--- src/rtl/spi_seq_pkg.sv ---
// spi_seq_pkg: shared FSM state type and FIFO level-width helper
// for the SPI transaction sequencer.
package spi_seq_pkg;

  typedef enum logic [2:0] {
    IDLE      = 3'd0,
    LAUNCH    = 3'd1,
    WAIT_BUSY = 3'd2,
    WAIT_DONE = 3'd3,
    CAPTURE   = 3'd4
  } seq_state_t;

  function automatic int lvl_w(input int depth);
    return $clog2(depth) + 1;
  endfunction

endpackage

--- src/rtl/spi_seq_fifo.sv ---
// spi_seq_fifo: synchronous first-word-fall-through FIFO.
// Pointers carry one extra wrap bit to tell full from empty.
module spi_seq_fifo
  import spi_seq_pkg::*;
#(
  parameter int WIDTH = 16,
  parameter int DEPTH = 16
) (
  input  logic                    clk,
  input  logic                    rst,
  input  logic                    push,
  input  logic                    pop,
  input  logic [WIDTH-1:0]        wdata,
  output logic [WIDTH-1:0]        rdata,
  output logic                    full,
  output logic                    empty,
  output logic [lvl_w(DEPTH)-1:0] level
);

  localparam int AW = $clog2(DEPTH);
  localparam int PW = lvl_w(DEPTH);

  logic [WIDTH-1:0] mem_q [DEPTH];
  logic [WIDTH-1:0] mem_d [DEPTH];
  logic [PW-1:0]    wr_ptr_q, wr_ptr_d;
  logic [PW-1:0]    rd_ptr_q, rd_ptr_d;
  logic             do_push, do_pop;

  assign full  = (wr_ptr_q[AW-1:0] == rd_ptr_q[AW-1:0])
              && (wr_ptr_q[AW] != rd_ptr_q[AW]);
  assign empty = (wr_ptr_q == rd_ptr_q);
  assign level = wr_ptr_q - rd_ptr_q;
  assign rdata = mem_q[rd_ptr_q[AW-1:0]];

  assign do_push = push && !full;
  assign do_pop  = pop && !empty;

  // Next storage and pointer values for push/pop.
  always_comb begin
    mem_d    = mem_q;
    wr_ptr_d = wr_ptr_q;
    rd_ptr_d = rd_ptr_q;
    if (do_push) begin
      mem_d[wr_ptr_q[AW-1:0]] = wdata;
      wr_ptr_d = wr_ptr_q + PW'(1);
    end
    if (do_pop) begin
      rd_ptr_d = rd_ptr_q + PW'(1);
    end
  end

  // Storage and pointer registers; reset flushes.
  always_ff @(posedge clk or posedge rst) begin
    if (rst) begin
      mem_q    <= '{default: '0};
      wr_ptr_q <= '0;
      rd_ptr_q <= '0;
    end else begin
      mem_q    <= mem_d;
      wr_ptr_q <= wr_ptr_d;
      rd_ptr_q <= rd_ptr_d;
    end
  end

endmodule

--- src/rtl/spi_txn_sequencer.sv ---
// spi_txn_sequencer: TX/RX FIFOs plus launch FSM driving an SPI master.
// Optional watchdog abort enabled by macro SPI_SEQ_WDOG_EN.
module spi_txn_sequencer
  import spi_seq_pkg::*;
#(
  parameter int DATA_WIDTH  = 16,
  parameter int FIFO_DEPTH  = 16,
  parameter int WDOG_CYCLES = 1024
) (
  input  logic                         clk,
  input  logic                         rst,
  input  logic                         enable,
  input  logic                         wr_valid,
  output logic                         wr_ready,
  input  logic [DATA_WIDTH-1:0]        wr_data,
  output logic                         rd_valid,
  input  logic                         rd_ready,
  output logic [DATA_WIDTH-1:0]        rd_data,
  output logic [lvl_w(FIFO_DEPTH)-1:0] tx_level,
  output logic [lvl_w(FIFO_DEPTH)-1:0] rx_level,
  output logic                         m_start_tx,
  output logic [DATA_WIDTH-1:0]        m_tx_data,
  input  logic                         m_busy,
  input  logic                         m_irq,
  input  logic [DATA_WIDTH-1:0]        m_rx_data,
  output logic                         timeout
);

  seq_state_t          state_q, state_d;
  logic                start_q, start_d;
  logic [DATA_WIDTH-1:0] tx_data_q, tx_data_d;
  logic [DATA_WIDTH-1:0] cap_q, cap_d;
  logic                tx_pop, rx_push;
  logic                tx_full, tx_empty;
  logic                rx_full, rx_empty;
  logic [DATA_WIDTH-1:0] tx_head;
  logic                wdog_hit;

  assign wr_ready   = !tx_full;
  assign rd_valid   = !rx_empty;
  assign m_start_tx = start_q;
  assign m_tx_data  = tx_data_q;
  assign timeout    = wdog_hit;

  spi_seq_fifo #(
    .WIDTH (DATA_WIDTH),
    .DEPTH (FIFO_DEPTH)
  ) u_tx_fifo (
    .clk   (clk),
    .rst   (rst),
    .push  (wr_valid),
    .pop   (tx_pop),
    .wdata (wr_data),
    .rdata (tx_head),
    .full  (tx_full),
    .empty (tx_empty),
    .level (tx_level)
  );

  spi_seq_fifo #(
    .WIDTH (DATA_WIDTH),
    .DEPTH (FIFO_DEPTH)
  ) u_rx_fifo (
    .clk   (clk),
    .rst   (rst),
    .push  (rx_push),
    .pop   (rd_ready),
    .wdata (cap_q),
    .rdata (rd_data),
    .full  (rx_full),
    .empty (rx_empty),
    .level (rx_level)
  );

`ifdef SPI_SEQ_WDOG_EN
  logic [15:0] wdog_q, wdog_d;
  logic        waiting;

  assign waiting  = (state_q == WAIT_BUSY)
                 || (state_q == WAIT_DONE);
  // A completion in the limit cycle wins over the abort.
  assign wdog_hit = ((state_q == WAIT_BUSY)
                 || (state_q == WAIT_DONE && !m_irq))
                 && (wdog_q == 16'(WDOG_CYCLES - 1));

  // Cycle count since launch while waiting on the master.
  always_comb begin
    wdog_d = wdog_q;
    if (state_q == LAUNCH) begin
      wdog_d = '0;
    end else if (waiting) begin
      wdog_d = wdog_q + 16'd1;
    end
  end

  // Watchdog counter register.
  always_ff @(posedge clk or posedge rst) begin
    if (rst) wdog_q <= '0;
    else     wdog_q <= wdog_d;
  end
`else
  assign wdog_hit = 1'b0;
`endif

  // Launch FSM: next state, FIFO strobes and master outputs.
  always_comb begin
    state_d   = state_q;
    start_d   = 1'b0;
    tx_data_d = tx_data_q;
    cap_d     = cap_q;
    tx_pop    = 1'b0;
    rx_push   = 1'b0;
    unique case (state_q)
      IDLE: begin
        if (enable && !tx_empty && !rx_full && !m_busy) begin
          state_d   = LAUNCH;
          start_d   = 1'b1;
          tx_data_d = tx_head;
        end
      end
      LAUNCH: begin
        tx_pop  = 1'b1;
        state_d = WAIT_BUSY;
      end
      WAIT_BUSY: begin
        if (m_busy) state_d = WAIT_DONE;
      end
      WAIT_DONE: begin
        if (m_irq) begin
          cap_d   = m_rx_data;
          state_d = CAPTURE;
        end
      end
      CAPTURE: begin
        rx_push = 1'b1;
        state_d = IDLE;
      end
      default: state_d = IDLE;
    endcase
    if (wdog_hit) state_d = IDLE;
  end

  // FSM and output registers.
  always_ff @(posedge clk or posedge rst) begin
    if (rst) begin
      state_q   <= IDLE;
      start_q   <= 1'b0;
      tx_data_q <= '0;
      cap_q     <= '0;
    end else begin
      state_q   <= state_d;
      start_q   <= start_d;
      tx_data_q <= tx_data_d;
      cap_q     <= cap_d;
    end
  end

endmodule

--- config.mk ---
export PLATFORM = sky130hd
export DESIGN_NAME = spi_txn_sequencer
export DESIGN_NICKNAME = d
export VERILOG_FILES = /design/src/rtl/spi_seq_pkg.sv /design/src/rtl/spi_seq_fifo.sv /design/src/rtl/spi_txn_sequencer.sv
export SDC_FILE = /design/constraint.sdc
export NUM_CORES = 1
export LEC_CHECK = 0
export CAP_MARGIN = 10
export CORE_UTILIZATION = 56
export DETAILED_ROUTE_END_ITERATION = 8
export PLACE_DENSITY = 0.77
export SLEW_MARGIN = 20
export SYNTH_ARGS = -nofsm -noshare
export SYNTH_HDL_FRONTEND = slang
export SYNTH_HIERARCHICAL = 1
export SYNTH_SLANG_ARGS = --single-unit
--- constraint.sdc ---
create_clock -name clk -period 8.58 [get_ports clk]
set_input_delay 1.287 -clock clk [delete_from_list [all_inputs] [get_ports clk]]
set_output_delay 1.287 -clock clk [all_outputs]
set_load 0.02 [all_outputs]
==> results of run 1 <==
-- cell usage after synthesis, types with 2 or more instances --
library cell	count
a21o_1	4
nor3b_1	2
mux2_2	520
mux2i_1	96
nand2b_1	4
o21ai_1	2
nand4_2	3
mux4_2	96
buf_1	2
ha_1	18
nand3_2	4
nand3_1	9
nand2_2	5
clkbuf_1	60
mux2_1	17
and2_1	4
mux2_4	9
buf_2	28
nor2_2	8
xor2_1	6
a21oi_1	5
xnor2_1	17
a221oi_1	32
nand2_1	15
o21ai_0	65
dfrtp_1	568
o21a_1	3
buf_6	20
nor2_1	7
inv_1	26
fa_1	2
nor2b_1	4
nand4_1	6
buf_4	22
nand3_4	3
-- flip-flops by register name, indices dropped and copies added (netlist names) --
register and flops:
u_rx_fifo/rd_ptr_q 5, u_rx_fifo/mem_q 256, state_q 3, u_tx_fifo/mem_q 256
u_tx_fifo/rd_ptr_q 5, m_start_tx 1, cap_q 16, m_tx_data 16
u_tx_fifo/wr_ptr_q 5, u_rx_fifo/wr_ptr_q 5
-- report_power, final --
group	switching [uW]	internal, uW	total, uW
clock network	1060	1340	2400
logic	1570	1870	3430
registers	739	3500	4240
total	3370	6710	10100
-- layout make-up --
cell class	count	area [sq um]	area share, %
Inverter	26	105.1	0.3617
Clock inverter	22	205.2	0.7062
Sequential cell	568	14230	48.96
Multi-Input combinational cell	979	11120	38.28
Clock buffer	82	1599	5.503
Timing Repair Buffer	105	1045	3.596
Tap cell	600	750.7	2.584
Antenna cell	1	2.502	0.008612
-- final timing paths --
check / start / to / slack, ns / cells after the start
min reg2reg: m_tx_data[13] / m_tx_data[13] / 0.49 / 1
max: u_rx_fifo/rd_ptr_q[0] / rd_data[14] / 3.40 / 6
max in group asynchronous: rst / u_tx_fifo/mem_q[114] / 5.68 / 5
min: m_tx_data[13] / m_tx_data[13] / 0.49 / 1
min in group asynchronous: rst / cap_q[12] / 1.37 / 2
max reg2reg: u_rx_fifo/rd_ptr_q[2] / u_rx_fifo/mem_q[19] / 4.22 / 7
-- per-stage QoR --
stage	cells	setup WS [ns]	cell area, sq um
after floorplan	1705	3.782	26190
after global placement	2277	4.085	27200
after detailed placement	2277	4.047	27210
after CTS	2381	3.365	29010
after global routing	2382	3.267	29050
final	2383	3.396	29060
-- placed cells by master (no fill, tap or decap), types with 3 or more instances in the layout --
master,netlist,final
dfrtp_1,568,562
mux2_2,520,520
mux4_2,96,96
mux2i_1,96,96
clkdlybuf4s50_1,0,83
o21ai_0,65,65
clkbuf_16,0,56
a221oi_1,32,32
inv_1,26,23
ha_1,18,18
buf_4,22,18
mux2_1,17,17
xnor2_1,17,17
clkbuf_1,60,16
nand2_1,15,15
clkinv_2,0,13
clkbuf_8,0,10
nand3_1,9,9
mux2_4,9,9
nor2_1,7,7
nor2_2,8,6
xor2_1,6,6
nand4_1,6,6
a21oi_1,5,5
clkinvlp_4,0,5
nand2_2,5,5
and2_1,4,4
nand3_2,4,4
a21o_1,4,4
dfrtp_2,0,4
nand2b_1,4,4
nor2b_1,4,3
o21a_1,3,3
nand4_2,3,3
nand3_4,3,3
-- cell families after synthesis --
kind of cell | count (synthesis)
multiplexers | 738
flip-flops | 568
AND/OR/NAND/NOR | 79
XOR/XNOR | 25
buffers and inverters | 158
other | 1
adder cells (fa/ha/maj) | 20
AO/OA/AOI/OAI | 116
-- metal layers --
layer	vias up	global-route usage, %	part of all wire, %
met5	-	0	0
met4	0	8.695	2.9
met3	90	3.076	3.1
met2	255	44.24	52
met1	7777	31.69	42
li1	6360	-	-
==> results.sh, run 1 <==
export IMPL_core_sq_um=45770
export IMPL_leakage_uw=0.01336
export IMPL_via_per_inst=6.077
export IMPL_utilization_pct=63.48
export IMPL_wl_per_cell_um=23.86
export IMPL_synth_simple_gate_area_share_pct=2.074
export IMPL_crit_type="flip-flop to output port"
export IMPL_io_pins=85
export IMPL_synth_adder_area_share_pct=1.013
export IMPL_slowest_stage="dfrtp_4"
export IMPL_yosys_area_top_type_share_pct=54.29
export IMPL_num_vias=14482
export IMPL_synth_seq_cells=568
export IMPL_area_growth_pct=10.98
export IMPL_synth_top_family_by_area="multiplexers"
export IMPL_avgSynthCellArea_sq_um=15.36
export IMPL_holdWs_ns=0.4927
export IMPL_drt_iter0_drc=934
export IMPL_fin_tns_setup_ns=0
export IMPL_p_total_uw=10070
export IMPL_start_kind="flip-flop"
export IMPL_holdBufCountCts=0
export IMPL_finalSetupViolations=0
export IMPL_cp_max_fo=43
export IMPL_max_slew_margin_rel_pct=23.81
export IMPL_muxShareOfSynthArea_pct=35.54
export IMPL_port_buffers=83
export IMPL_fin_crit_sh_pct=60.41
export IMPL_die_x_um=218.2
export IMPL_final_max_slew_viol_count=0
export IMPL_synth_area_top_cells="dfrtp_1 54%, mux2_2 22%, mux4_2 8.3%"
export IMPL_clock_latency_ns=0.63
export IMPL_period_needed_ns=5.184
export IMPL_yosys_area_share_xor_xnor_pct=0.8937
export IMPL_nFillCells=3347
export IMPL_drc=0
export IMPL_crit_buf_inv=2
export IMPL_pwr_density_cell_nw_per_um2=346.7
export IMPL_routed_wl_um=56860
export IMPL_rows=78
export IMPL_run_status="complete, no violations"
export IMPL_grt_first_pass_wirelength_um=91380
export IMPL_ys_types=48
export IMPL_cpPeakStageDelay_ns=0.90
export IMPL_gp_congestion=0.7570
export IMPL_htree_levels=2
export IMPL_cts_tree="done"
export IMPL_skew_ns=0.01653
export IMPL_arrival_ns=3.90
export IMPL_crit_top_cell="o21ai_0"
export IMPL_fin_nets=1795
export IMPL_gr_total_overflow=0
export IMPL_cp_required_ns=7.29
export IMPL_hold_viol=0
export IMPL_tightest_slew_ns=1.143
export IMPL_numCtsBuffers=56
export IMPL_cts_path_max_buffers=3
export IMPL_grt_pass1_vias=15992
export IMPL_ir_drop_v=0.0002289
export IMPL_hpwl_um=34440
export IMPL_synth_compound_area_share_pct=2.886
export IMPL_path_clk_slew_ns=0.06
export IMPL_fmax_ghz=0.1929
export IMPL_fp_dieArea_sq_um=47620
export IMPL_ys_dominant_reg_cell="dfrtp_1"
export IMPL_cp_top_family="buffers and inverters"
export IMPL_dr_pass1_iters=5
export IMPL_antenna_left=0
export IMPL_synth_area_sq_um=26180
export IMPL_drive_above_1_share_pct=43.55
export IMPL_cts_root_buf="clkbuf_16"
export IMPL_async_flop_share_pct=100.0
export IMPL_syn_nets=1764
export IMPL_grt_usage_pct=25.01
export IMPL_clock_sinks=568
export IMPL_yosysWarnings=6
export IMPL_postCtsSetupRepairBufs=0
export IMPL_initial_core_util_pct=57.20
export IMPL_hold_path_class="flip-flop to flip-flop"
export IMPL_syn_inst=1705
export IMPL_ctsResizeCount=0
export IMPL_synth_edf_count=0
export IMPL_fp_dieH_um=218.2
export IMPL_cp_cell_sequence="buf_4 -> mux2i_1 -> a221oi_1 -> o21ai_0 -> o21ai_0 -> clkdlybuf4s50_1"
export IMPL_crit_path_end_kind="output port"
export IMPL_grt_start_max_net_pins=204
export IMPL_antenna_found_initial=1
export IMPL_yosysSeqAreaShare_pct=54.29
export IMPL_synth_largest_area_cell="dfrtp_1"
export IMPL_rsz0062_at_grt="no"
export IMPL_cap_violations=0
No activity file was read; power rests on OpenSTA's default activity.
==> inputs of run 2 (changes only) <==
Settings changed: CORE_UTILIZATION 56 to 62, PLACE_DENSITY 0.77 to 0.8.
Clock period 8.58 ns to 5.2 ns, I/O delays scaled along.
==> run 2 against run 1 <==
Core utilization rose by 7.1 points. Via count is 0.14% lower. Clock power up 73%. Highest routed layer unchanged. Critical path depth decreased by 1. Total power is 67% higher. Non-clock buffer count grew 4.
==> results.sh, run 2 (synthesized netlist as in run 1, its figures left out) <==
export IMPL_run_status="complete, no violations"
export IMPL_rsz0062_at_grt="no"
export IMPL_gr_total_overflow=0
export IMPL_whs_path_depth=1
export IMPL_slowest_stage="dfrtp_4"
export IMPL_tightest_slew_ns=1.127
export IMPL_arrival_ns=3.31
export IMPL_grt_pass1_vias=15634
export IMPL_max_slew_margin_rel_pct=24.89
export IMPL_gp_congestion=0.7895
export IMPL_nFillCells=2700
export IMPL_drc=0
export IMPL_grt_usage_pct=26.46
export IMPL_drt_iter0_drc=869
export IMPL_pwr_density_cell_nw_per_um2=579.2
export IMPL_n_antenna_cell=0
export IMPL_fin_crit_sh_pct=78.72
export IMPL_multi_input_area_sq_um=11110
export IMPL_core_sq_um=41200
export IMPL_rows=74
export IMPL_io_pins=85
export IMPL_routed_wl_um=54530
export IMPL_holdBufCountCts=0
export IMPL_cp_cell_sequence="buf_4 -> mux4_2 -> mux2i_1 -> o21ai_0 -> clkdlybuf4s50_1"
export IMPL_dp_cells=2214
export IMPL_clock_latency_ns=0.61
export IMPL_numCtsBuffers=57
export IMPL_cp_max_fo=32
export IMPL_num_vias=14462
export IMPL_clock_sinks=568
export IMPL_die_x_um=207.5
export IMPL_wl_per_cell_um=23.52
export IMPL_fin_nets=1800
export IMPL_port_buffers=83
export IMPL_path_clk_slew_ns=0.06
export IMPL_instances_no_fill=2318
export IMPL_cts_tree="done"
export IMPL_crit_path_end_kind="output port"
export IMPL_antenna_left=0
export IMPL_start_kind="flip-flop"
export IMPL_cp_required_ns=4.42
export IMPL_fin_tns_setup_ns=0
export IMPL_period_needed_ns=4.093
export IMPL_antenna_found_initial=0
export IMPL_cts_path_max_buffers=3
export IMPL_cpPeakStageDelay_ns=0.79
export IMPL_seq_area_sq_um=14230
export IMPL_area_growth_pct=11.10
export IMPL_postCtsSetupRepairBufs=0
export IMPL_hpwl_um=33930
export IMPL_hold_path_class="flip-flop to flip-flop"
export IMPL_finalSetupViolations=0
export IMPL_fmax_ghz=0.2443
export IMPL_htree_levels=2
export IMPL_crit_type="flip-flop to output port"
export IMPL_initial_core_util_pct=63.54
export IMPL_ctsResizeCount=0
export IMPL_leakage_uw=0.01343
export IMPL_cap_violations=0
export IMPL_drive_above_1_share_pct=43.73
export IMPL_grt_first_pass_wirelength_um=89190
export IMPL_r2r_cells=8
export IMPL_hold_viol=0
export IMPL_cts_root_buf="clkbuf_16"
export IMPL_fp_dieH_um=207.5
export IMPL_dr_pass1_iters=5
export IMPL_grt_start_max_net_pins=155
export IMPL_layout_commonest_cell="dfrtp_1"
export IMPL_skew_ns=0.01001
export IMPL_fp_dieArea_sq_um=43050
export IMPL_ir_drop_v=0.0003915
export IMPL_final_max_slew_viol_count=0
export IMPL_top_regs="u_rx_fifo/mem_q x256, u_tx_fifo/mem_q x256"
export IMPL_mostFrequentLayoutCells="562 x dfrtp_1, 520 x mux2_2, 96 x mux4_2, 96 x mux2i_1, 83 x clkdlybuf4s50_1"
export IMPL_via_per_inst=6.239
run 2: metrics by stage:
stage	setup slack, ns	cell area, sq um	hold WS (ns)	util, %	total power, uW
after floorplan	0.9085	26190	0.4640	-	11010
after global placement	1.761	27170	0.4781	65.94	12510
after detailed placement	1.750	27170	0.4846	65.95	12770
after CTS	1.074	29090	0.5004	70.59	16970
after global routing	0.9921	29090	0.5102	70.60	17750
final	1.107	29090	0.4984	70.60	16850
run 2: path summary, 6_finish.rpt:
kind	start	end	slack, ns
min reg2reg	m_tx_data[13]	m_tx_data[13]	0.50
max	u_rx_fifo/rd_ptr_q[0]	rd_data[2]	1.11
min in group asynchronous	rst	u_tx_fifo/rd_ptr_q[0]	0.60
min	m_tx_data[13]	m_tx_data[13]	0.50
max in group asynchronous	rst	u_rx_fifo/mem_q[227]	3.12
max reg2reg	u_tx_fifo/rd_ptr_q[3]	u_tx_fifo/mem_q[5]	1.71
run 2: worst max-delay path: cells and delay by family, from the launching register on:
family	cells	cell delay, ns
buf+inv	2	0.93
mux	2	0.82
flops	1	0.79
compound gates	1	0.14
run 2: layout make-up:
class | count | share of cell area, %
inverter | 26 | 0.3613
sequential | 568 | 48.91
timing repair buffer | 109 | 3.656
tap | 532 | 2.288
clock buffer | 89 | 5.945
multi-input combinational | 979 | 38.21
clock inverter | 15 | 0.6323
run 2: where the power goes:
group | total [uW] | switching (uW) | internal, uW
Clock | 4150 | 1680 | 2470
Combinational | 5790 | 2680 | 3100
Sequential | 6910 | 1130 | 5780
run 2: per-layer routing:
layer  global-route usage [%]  routed length (um)  vias to the layer above  part of all wire (%)
met1                    35.73               23870                     7776                    44
met5                        0                   0                        -                     0
met2                    45.08               27820                      248                    51
met3                    3.328                1626                       79                   3.0
li1                         -                   -                     6359                     -
met4                    8.183                1219                        0                   2.2
==> inputs of run 3 (changes only) <==
Clock period 5.2 ns to 3.84 ns, I/O delays scaled along.
==> run 3 against run 2 <==
Wire length is 3.0% higher. Combinational power is 38% higher. Setup slack worse by 0.96 ns. Critical path type unchanged. Clock skew is 0.0043 ns higher. Sequential share of layout area is 0.23 points lower.
==> results.sh, run 3 (synthesized netlist as in run 1, its figures left out) <==
export IMPL_drt_iter0_drc=1020
export IMPL_nFillCells=2686
export IMPL_grt_first_pass_wirelength_um=90760
export IMPL_finalSetupViolations=0
export IMPL_fp_dieArea_sq_um=43050
export IMPL_gr_total_overflow=0
export IMPL_gp_congestion=0.8123
export IMPL_cpPeakStageDelay_ns=0.67
export IMPL_numCtsBuffers=57
export IMPL_multi_input_area_sq_um=11110
export IMPL_power_switching_uw=7449
export IMPL_path_clk_slew_ns=0.06
export IMPL_cts_root_buf="clkbuf_16"
export IMPL_stdcell_area_sq_um=29230
export IMPL_antenna_found_initial=2
export IMPL_fmax_ghz=0.2710
export IMPL_grt_pass1_vias=16121
export IMPL_routed_wl_um=56180
export IMPL_rsz0062_at_grt="no"
export IMPL_cp_cell_sequence="buf_4 -> mux2i_1 -> a221oi_1 -> o21ai_0 -> o21ai_0 -> clkdlybuf4s50_1"
export IMPL_placed_area_sq_um=27390
export IMPL_fin_crit_sh_pct=96.10
export IMPL_r2r_cells=7
export IMPL_start_kind="flip-flop"
export IMPL_rows=74
export IMPL_pwr_density_cell_nw_per_um2=778.7
export IMPL_p_seq_share_pct=41.0
export IMPL_fp_dieH_um=207.5
export IMPL_crit_type="flip-flop to output port"
export IMPL_r2r_end="u_rx_fifo/mem_q[40]"
export IMPL_run_status="complete, no violations"
export IMPL_setup_ws_ns=0.1499
export IMPL_cts_tree="done"
export IMPL_post_place_ws_ns=0.6698
export IMPL_mostFrequentLayoutCells="562 x dfrtp_1, 520 x mux2_2, 96 x mux4_2, 96 x mux2i_1, 83 x clkdlybuf4s50_1"
export IMPL_skew_ns=0.01430
export IMPL_seq_area_sq_um=14230
export IMPL_crit_path_end_kind="output port"
export IMPL_port_buffers=83
export IMPL_utilization_pct=70.94
export IMPL_hold_viol=0
export IMPL_pwr_share_clk_pct=24.0
export IMPL_crit_top_cell="o21ai_0"
export IMPL_grt_usage_pct=27.11
export IMPL_wl_per_cell_um=24.10
export IMPL_cp_top_family="buffers and inverters"
export IMPL_cp_required_ns=3.26
export IMPL_reg2reg_setup_slack_ns=0.65
export IMPL_max_slew_margin_rel_pct=31.51
export IMPL_fin_tns_setup_ns=0
export IMPL_area_growth_pct=11.63
export IMPL_htree_levels=2
export IMPL_period_needed_ns=3.690
export IMPL_netSwitchingFraction_pct=32.73
export IMPL_io_pins=85
export IMPL_cp_max_fo=15
export IMPL_via_per_inst=6.297
export IMPL_holdBufCountCts=0
export IMPL_final_max_slew_viol_count=0
export IMPL_n_antenna_cell=0
export IMPL_cap_violations=0
export IMPL_drc=0
export IMPL_tightest_slew_ns=1.027
export IMPL_clock_sinks=568
export IMPL_grt_start_max_net_pins=93
export IMPL_internal_power_uw=15310
export IMPL_ctsResizeCount=0
export IMPL_drive_above_1_share_pct=43.80
export IMPL_fin_nets=1816
export IMPL_pwr_share_comb_pct=35.0
export IMPL_timing_rr_start="u_rx_fifo/rd_ptr_q[3]"
export IMPL_slowest_stage="clkdlybuf4s50_1"
export IMPL_dr_pass1_iters=5
export IMPL_ir_drop_v=0.0005055
export IMPL_layout_commonest_cell="dfrtp_1"
export IMPL_top_regs="u_rx_fifo/mem_q x256, u_tx_fifo/mem_q x256"
export IMPL_hold_path_class="primary input to async pin"
export IMPL_num_vias=14678
export IMPL_cts_path_max_buffers=3
export IMPL_hpwl_um=34510
export IMPL_antenna_left=0
export IMPL_leakage_uw=0.01350
export IMPL_initial_core_util_pct=63.54
export IMPL_die_x_um=207.5
export IMPL_crit_buf_inv=2
export IMPL_core_sq_um=41200
export IMPL_arrival_ns=3.11
export IMPL_clock_latency_ns=0.60
export IMPL_postCtsSetupRepairBufs=1
==> run 3: changes by cell type in the layout (fill, tap and decap cells not counted), moves of 2 or more <==
cell and delta:
buf_4 +6, nand2b_2 -2, clkbuf_1 +3, nand2b_1 +2, clkbuf_16 -2, buf_12 +9, clkbuf_8 -4
==> run 3: final cells by class <==
cell class	count	area share (%)
timing repair buffer	125	4.461
multi-input combinational	979	38.00
clock buffer	86	5.595
sequential	568	48.67
clock inverter	15	0.6293
inverter	26	0.3596
tap	532	2.277
==> run 3: worst max path at each step <==
stage / start / slack [ns] / cells after the start / end
3_5_place_dp: u_rx_fifo/rd_ptr_q[0] / 0.67 / 6 / rd_data[7]
2_1_floorplan: rst / -0.25 / 1 / u_rx_fifo/mem_q[0]
6_report: u_rx_fifo/rd_ptr_q[0] / 0.15 / 6 / rd_data[7]
3_3_place_gp: u_rx_fifo/rd_ptr_q[0] / 0.70 / 6 / rd_data[7]
4_1_cts: u_rx_fifo/rd_ptr_q[0] / 0.12 / 6 / rd_data[14]
5_1_grt: u_rx_fifo/rd_ptr_q[2] / 0.02 / 5 / rd_data[9]
==> run 3: power groups by stage <==
stage / Sequential, uW / Combinational (uW) / Clock [uW]
after detailed placement: 9440 / 7960 / 0
after CTS: 9340 / 8040 / 5570
final: 9340 / 7970 / 5450
after floorplan: 8740 / 6160 / 0
after global routing: 9600 / 8540 / 5780
after global placement: 9270 / 7740 / 0
==> run 3: routing by layer <==
| metal | vias up | wire length [um] | GRT usage [%] |
|---|---|---|---|
| li1 | 6384 | - | - |
| met1 | 7896 | 23400 | 34.88 |
| met2 | 274 | 28940 | 47.18 |
| met3 | 120 | 1983 | 3.480 |
| met4 | 4 | 1826 | 10.32 |
| met5 | - | 34 | 0 |
==> run 3: through the flow <==
step / hold WS, ns / total power [uW] / cells
after CTS: 0.4005 / 22950 / 2331
after global placement: 0.4742 / 17010 / 2229
after global routing: 0.4358 / 23920 / 2331
final: 0.4321 / 22760 / 2331
after detailed placement: 0.4837 / 17400 / 2229
after floorplan: 0.4640 / 14900 / 1705
